### src/rtl/pe_layer_seq.sv
// Layer sequencer for the PE array: weight load, compute, PPU drain, bank swap.
// Optional watchdog enabled by defining PE_SEQ_WATCHDOG_EN.
module pe_layer_seq #(
   parameter int KP_W = 4,
   parameter int C_W  = 4
) (
   input  logic            clk,
   input  logic            rst,
   input  logic            start,
   input  logic [KP_W-1:0] num_kgroup,
   input  logic [C_W-1:0]  num_channel,
   output logic            weight_load_req,
   input  logic            weight_load_done,
   output logic            compute_start,
   input  logic            compute_done,
   output logic            ppu_start,
   input  logic            PPU_finish_en,
   output logic            bank_sel,
   output logic [KP_W-1:0] kgroup_idx,
   output logic [C_W-1:0]  channel_idx,
   output logic            busy,
   output logic            layer_done,
   output logic            timeout
);

   typedef enum logic [2:0] {
      IDLE, LOAD_W, COMPUTE, DRAIN, SWAP
   } state_t;

   state_t          state_q, state_d;
   logic [KP_W-1:0] nk_q, nk_d, kg_d, kg_last;
   logic [C_W-1:0]  nc_q, nc_d, ch_d, ch_last;

   assign kg_last = nk_q - 1'b1;
   assign ch_last = nc_q - 1'b1;

`ifdef PE_SEQ_WATCHDOG_EN
   logic [9:0] wd_q;
   logic       in_wait;
   assign in_wait = (state_q == LOAD_W) || (state_q == COMPUTE) ||
                    (state_q == DRAIN);
`endif

   always_comb begin
      state_d = state_q;
      nk_d    = nk_q;
      nc_d    = nc_q;
      kg_d    = kgroup_idx;
      ch_d    = channel_idx;
      unique case (state_q)
         IDLE: begin
            if (start && num_kgroup != '0 && num_channel != '0) begin
               state_d = LOAD_W;
               nk_d    = num_kgroup;
               nc_d    = num_channel;
               kg_d    = '0;
               ch_d    = '0;
            end
         end
         LOAD_W: begin
            if (weight_load_done) state_d = COMPUTE;
         end
         COMPUTE: begin
            if (compute_done) begin
               if (channel_idx == ch_last) begin
                  state_d = DRAIN;
               end else begin
                  ch_d    = channel_idx + 1'b1;
                  state_d = LOAD_W;
               end
            end
         end
         DRAIN: begin
            if (PPU_finish_en) begin
               if (kgroup_idx == kg_last) begin
                  state_d = SWAP;
               end else begin
                  kg_d    = kgroup_idx + 1'b1;
                  ch_d    = '0;
                  state_d = LOAD_W;
               end
            end
         end
         SWAP:    state_d = IDLE;
         default: state_d = IDLE;
      endcase
`ifdef PE_SEQ_WATCHDOG_EN
      // Expiry wins over any handshake arriving in the same cycle
      if (in_wait && wd_q == 10'd1023) state_d = IDLE;
`endif
   end

   always_ff @(posedge clk) begin
      if (rst) begin
         state_q         <= IDLE;
         nk_q            <= '0;
         nc_q            <= '0;
         kgroup_idx      <= '0;
         channel_idx     <= '0;
         weight_load_req <= 1'b0;
         compute_start   <= 1'b0;
         ppu_start       <= 1'b0;
         busy            <= 1'b0;
         layer_done      <= 1'b0;
         bank_sel        <= 1'b0;
      end else begin
         state_q         <= state_d;
         nk_q            <= nk_d;
         nc_q            <= nc_d;
         kgroup_idx      <= kg_d;
         channel_idx     <= ch_d;
         weight_load_req <= (state_d == LOAD_W);
         compute_start   <= (state_d == COMPUTE) && (state_q != COMPUTE);
         ppu_start       <= (state_d == DRAIN) && (state_q != DRAIN);
         busy            <= (state_d != IDLE);
         layer_done      <= (state_d == SWAP);
         if (state_d == SWAP) bank_sel <= ~bank_sel;
      end
   end

`ifdef PE_SEQ_WATCHDOG_EN
   always_ff @(posedge clk) begin
      if (rst) begin
         wd_q    <= '0;
         timeout <= 1'b0;
      end else begin
         if (state_d != state_q) wd_q <= '0;
         else if (in_wait)       wd_q <= wd_q + 1'b1;
         timeout <= in_wait && (state_d == state_q) && (wd_q == 10'd1022);
      end
   end
`else
   assign timeout = 1'b0;
`endif

endmodule

### config.mk
export PLATFORM = sky130hd
export DESIGN_NAME = pe_layer_seq
export DESIGN_NICKNAME = d
export VERILOG_FILES = /design/src/rtl/pe_layer_seq.sv
export SDC_FILE = /design/constraint.sdc
export NUM_CORES = 1
export LEC_CHECK = 0
export ABC_AREA = 1
export CAP_MARGIN = 20
export CORE_AREA = 2 2 51 65
export CTS_CLUSTER_SIZE = 24
export DETAILED_ROUTE_END_ITERATION = 8
export DIE_AREA = 0 0 53 67
export PLACE_DENSITY = 0.74
export RECOVER_POWER = 50
export SETUP_SLACK_MARGIN = 0.3
export SLEW_MARGIN = 20
export SYNTH_ARGS = -nofsm -noshare
export SYNTH_HDL_FRONTEND = slang
export SYNTH_SLANG_ARGS = --single-unit
### constraint.sdc
create_clock -name clk -period 2 [get_ports clk]
set_input_delay 0.2 -clock clk [delete_from_list [all_inputs] [get_ports clk]]
set_output_delay 0.2 -clock clk [all_outputs]
set_load 0.05 [all_outputs]
Word level (Yosys, flattened, before mapping)
Cells that the tools add are included.
W data, S select, Z words.
{"block": "word_totals", "inputBits": 14, "output_inout_bits": 15, "wordCells": 61, "ff_bits": 25}
{"block": "classes", "muxes": 16, "eq_ne": 16, "n_reduce_logical": 13, "bitwise_logic": 1, "add_sub_neg": 4}
{"op": "$mux W4", "n": 7}
{"op": "$mux W3", "n": 5}
{"op": "$eq A3 B2 Y1 const B", "n": 4}
{"op": "$pmux W3 S4", "n": 1}
{"op": "$pmux W4 S3", "n": 1}
{"op": "$ne A2 B2 Y1 const B", "n": 5}
{"op": "$add A4 B1 Y4 const B", "n": 2}
{"op": "$eq A4 B4 Y1", "n": 2}
{"op": "$pmux W4 S2", "n": 1}
{"op": "$reduce_bool A4 Y1", "n": 2}
{"op": "$sub A4 B1 Y4 const B", "n": 2}
{"op": "$eq A3 B1 Y1 const B", "n": 2}
{"op": "$ne A3 B2 Y1 const B", "n": 2}
{"op": "$reduce_and A6 Y1", "n": 1}
{"op": "$reduce_bool A3 Y1", "n": 2}
{"op": "$logic_and A1 B1 Y1", "n": 4}
{"op": "$reduce_and A4 Y1", "n": 1}
{"op": "$eq A3 B3 Y1 const B", "n": 1}
{"op": "$logic_not A3 Y1", "n": 1}
{"op": "$mux W2", "n": 1}
{"op": "$reduce_and A2 Y1", "n": 1}
{"op": "$reduce_bool A2 Y1", "n": 1}
{"op": "$not A1 Y1", "n": 1}

Longest topological paths before layout
{"block": "depth", "depth_word": 7, "ltp_mapped": 14, "mapped_depth_nobuf": 14}

Worst setup path before layout
Ideal clock, no wire load.
{"block": "synth_path", "path_kind": "register to register", "startpoint": "register kgroup_idx[1]", "endpoint": "register bank_sel", "arrival_ns": 1.582, "required_time_ns": 1.930, "path_buffers": 0, "setup_time_ns": 0.070, "path_stages_with_launch": 8, "slack_ns": 0.348, "period_less_slack_ns": 1.652, "cell_sequence": "dfxtp_1 > or2_2 > nand3_1 > nor2_1 > nand3_2 > nor2_1 > o21ai_0 > a21oi_1"}
{"block": "synth_via", "elab_chain_cells": 5}
{"element": "from (decl)", "line": "19", "rtl": "output logic [KP_W-1:0] kgroup_idx,"}
{"element": "from (signal assigned)", "line": "110", "rtl": "kgroup_idx <= kg_d;"}
{"element": "$eq A4 B4 Y1", "line": "75", "rtl": "if (kgroup_idx == kg_last) begin"}
{"element": "$mux W3", "line": "75"}
{"element": "$mux W3", "line": "74", "rtl": "if (PPU_finish_en) begin"}
{"element": "$pmux W3 S4", "line": "50", "rtl": "unique case (state_q)"}
{"element": "$eq A3 B3 Y1", "line": "117", "rtl": "if (state_d == SWAP) bank_sel <= ~bank_sel;"}
{"element": "to (signal assigned)", "line": "117"}
{"element": "to (decl)", "line": "18", "rtl": "output logic bank_sel,"}
No other way between the ends.
A chain may end at the register's enable or synchronous reset.

Worst setup path after layout
{"block": "layout_path", "startpoint": "register nc_q[0]", "endpoint": "register channel_idx[2]"}
{"block": "layout_via", "elab_chain_cells": 4}
{"element": "from (decl)", "line": "32", "rtl": "logic [C_W-1:0] nc_q, nc_d, ch_d, ch_last;"}
{"element": "from (signal assigned)", "line": "109", "rtl": "nc_q <= nc_d;"}
{"element": "$sub A4 B1 Y4", "line": "35", "rtl": "assign ch_last = nc_q - 1'b1;"}
{"element": "$eq A4 B4 Y1", "line": "65", "rtl": "if (channel_idx == ch_last) begin"}
{"element": "$ne A2 B2 Y1 (no source line)"}
{"element": "$reduce_and A6 Y1 (no source line)"}
{"element": "to (signal assigned)", "line": "111", "rtl": "channel_idx <= ch_d;"}
{"element": "to (decl)", "line": "20", "rtl": "output logic [C_W-1:0] channel_idx,"}
No other way between the ends.

==> metrics.yaml <==
coreArea_um2: 2890
synthXorXnorAreaFrac: 0.0550
period_minus_slack_ps: 1660
crit_fanout: 4
ios: 29
die_area_um2: 3550
drtIter0Drc: 19
cpMostUsedCell: "nand2_1"
r2r_cells: 11
crit_required_ps: 2230
cp-end-kind: "flip-flop"
vdd_drop_max_uv: 376
grt_pass1_wl_mm: 5.04
vias_per_cell: 4.85
synth_edf_count: 0
whs_path_depth: 1
drive_above_1_share: 0.174
cp_top_family: "simple AND/OR/NAND/NOR gates"
slowest_stage: "dfxtp_2"
dp.cells: 263
ys_types: 29
ant_nets: 0
grt-ovfl-total: 0
cts_hold_buf: 0
drv_cap: 0
final_cells: 272
timing.setup.tns_ps: 0
io_buffers: 27
synth_fp_nets: 220
dp_hpwl_mm: 2.16
totalWireLength_mm: 2.93
powerDensity_nw_per_um2: 678
die_h_um: 67
status: "completed"
insertedDiodeCount: 0
yosys.area_share.simple: 0.366
grt_pass1_vias: 1250
start_util: 0.496
synth_top_family_by_area: "simple AND/OR/NAND/NOR gates"
seq_area_frac_synth: 0.349
vias: 1319
htreeDepth: 1
grt_max_degree: 15
syn2layout_area_growth_pct: 24.8
place.gp.congestion: 0.804
path_clk_slew_ps: 140
ctsLongestPathBuffers: 2
rows: 22
worstSkewPairLatency_ps: 320
avgRoutedWirePerCell_um: 10.8
leakage_nw: 0.853
cts_tree: "done"
slew-limit-headroom: 0.605
drc_errors: 0
crit_type: "reg -> reg"
grt.total_usage: 0.189
setup_viol: 0
min_period_over_period: 0.831
synth-seq-cells: 25
antenna_found_initial: 0
synthesis.yosys.warnings: 0
hold_class: "reg -> reg"
root_buffer: "clkbuf_4"
synthFlopType: "dfxtp_1"
final_cell_mix: "nand2_1, inv_1, dfxtp_1"
cts_buffers: 3
num-nets-final: 255
async_reset_ff_frac: 0
hold_viol_final: 0
rsz0062_at_grt: "true"
worstPathCellList: "inv_1 -> ha_1 -> inv_1 -> nand2_1 -> nand2_1 -> nand2_1 -> nor2_1 -> nand3b_4 -> buf_4 -> nand4_1 -> a21oi_1"
synthAdderAreaFrac: 0.0349
report.final.slew_viol_count: 0
synth_area_per_cell_um2: 7.10
muxShareOfSynthArea: 0
synth_compound_area_frac: 0.0951
path_depth: 11
fmax_mhz: 602
drt_pass1_iterations: 4
layout_commonest_cell: "nand2_1"
synthesis.area_um2: 1430
dieWidth_um: 53
crit_buf_inv: 3
skew_ps: 7.98
worstMarginPinSlew_ps: 596
cp_slowest_stage_delay_ps: 350
arrival_ps: 1890
syn_inst: 202
clkSinkCount: 25
startpoint_type: "flip-flop"
-- worst reg2reg max path, stage by stage, from the launching register on --
cell and delay, ps:
dfxtp_2 350, inv_1 60, ha_1 310, inv_1 60
nand2_1 50, nand2_1 60, nand2_1 50, nor2_1 180
nand3b_4 150, buf_4 170, nand4_1 90, a21oi_1 70
-- area by class of cell --
type                    instances  area [um2]
multi-input cells             145         827
clock buffers                   3        22.5
repair buffers                 32         272
repair inverters                1        5.00
clock inverters                 1        5.00
flip-flops and latches         25         503
inverters                      29         110
well taps                      36        45.0
fillers                       297        1100
-- worst paths after layout --
path / from / end / slack (ps)
worst max-delay path: nc_q[0]$_SDFFE_PP0P_ / channel_idx[2]$_SDFFE_PP0P_ / 340
worst min-delay path: bank_sel$_SDFFE_PP0N_ / bank_sel$_SDFFE_PP0N_ / 460
worst max register to register: nc_q[0]$_SDFFE_PP0P_ / channel_idx[2]$_SDFFE_PP0P_ / 340
worst min register to register: bank_sel$_SDFFE_PP0N_ / bank_sel$_SDFFE_PP0N_ / 460
-- timing repair --
item                                   4_1_cts  5_1_grt
gates cloned                                 0        1
resized for setup                           16       13
buffers inserted                             2        2
setup endpoints to repair                   16       17
pin swaps                                    2        5
endpoints found under the hold margin        0        0
-- cells by family after synthesis --
group	Yosys count
buf+inv	32
other cells	1
compound gates	25
fa+ha+maj	4
flops	25
simple gates	106
xor+xnor	9
-- sequential cells by signal, indices dropped and copies added, names as in the netlist --
signal / cells
channel_idx: 4
kgroup_idx: 4
nc_q: 4
nk_q: 4
state_q: 3
bank_sel: 1
busy: 1
compute_start: 1
layer_done: 1
ppu_start: 1
weight_load_req: 1
-- metrics by stage --
| stage | util | setup slack, ps | hold WS (ps) | total power [mW] | area [um2] |
|---|---|---|---|---|---|
| 2_1_floorplan | - | 348 | 269 | 0.880 | 1430 |
| 3_5_place_dp | 0.597 | 227 | 441 | 0.982 | 1730 |
| 4_1_cts | 0.616 | 328 | 461 | 1.22 | 1780 |
| 5_1_grt | 0.619 | 193 | 472 | 1.30 | 1790 |
| 3_3_place_gp | 0.597 | 247 | 447 | 0.978 | 1730 |
| 6_report | 0.619 | 338 | 456 | 1.21 | 1790 |
-- Yosys cell counts (2+ instances only) --
master	n	area, um2
nor3_1	2	10.0
nor2_2	3	18.8
xnor2_1	5	43.8
nor2_4	2	22.5
o21ai_0	7	35.0
nand3_2	2	20.0
nand3_1	14	70.1
inv_1	28	105
nand2_2	6	37.5
dfxtp_1	25	500
buf_6	2	22.5
ha_1	4	50.1
nor2_1	22	82.6
nand4_1	3	18.8
a21oi_1	14	70.1
xor2_1	4	35.0
nand2_1	46	173
o21ai_1	2	10.0
-- metal layers --
layer,vias to the layer above,wire (um),GRT usage
met2,21,1430,0.330
met5,-,0,0
met1,588,1390,0.232
li1,706,-,-
met4,0,36,0.0673
met3,4,75,0.0269
-- where the power goes --
part / total, mW / leakage (nW) / switching (mW) / internal (mW)
sequential: 0.573 / 0.205 / 0.0348 / 0.538
clock: 0.225 / 0.0177 / 0.150 / 0.0749
combinational: 0.416 / 0.630 / 0.256 / 0.160
total: 1.21 / 0.853 / 0.441 / 0.773
Power figures use the tool's default switching activity.
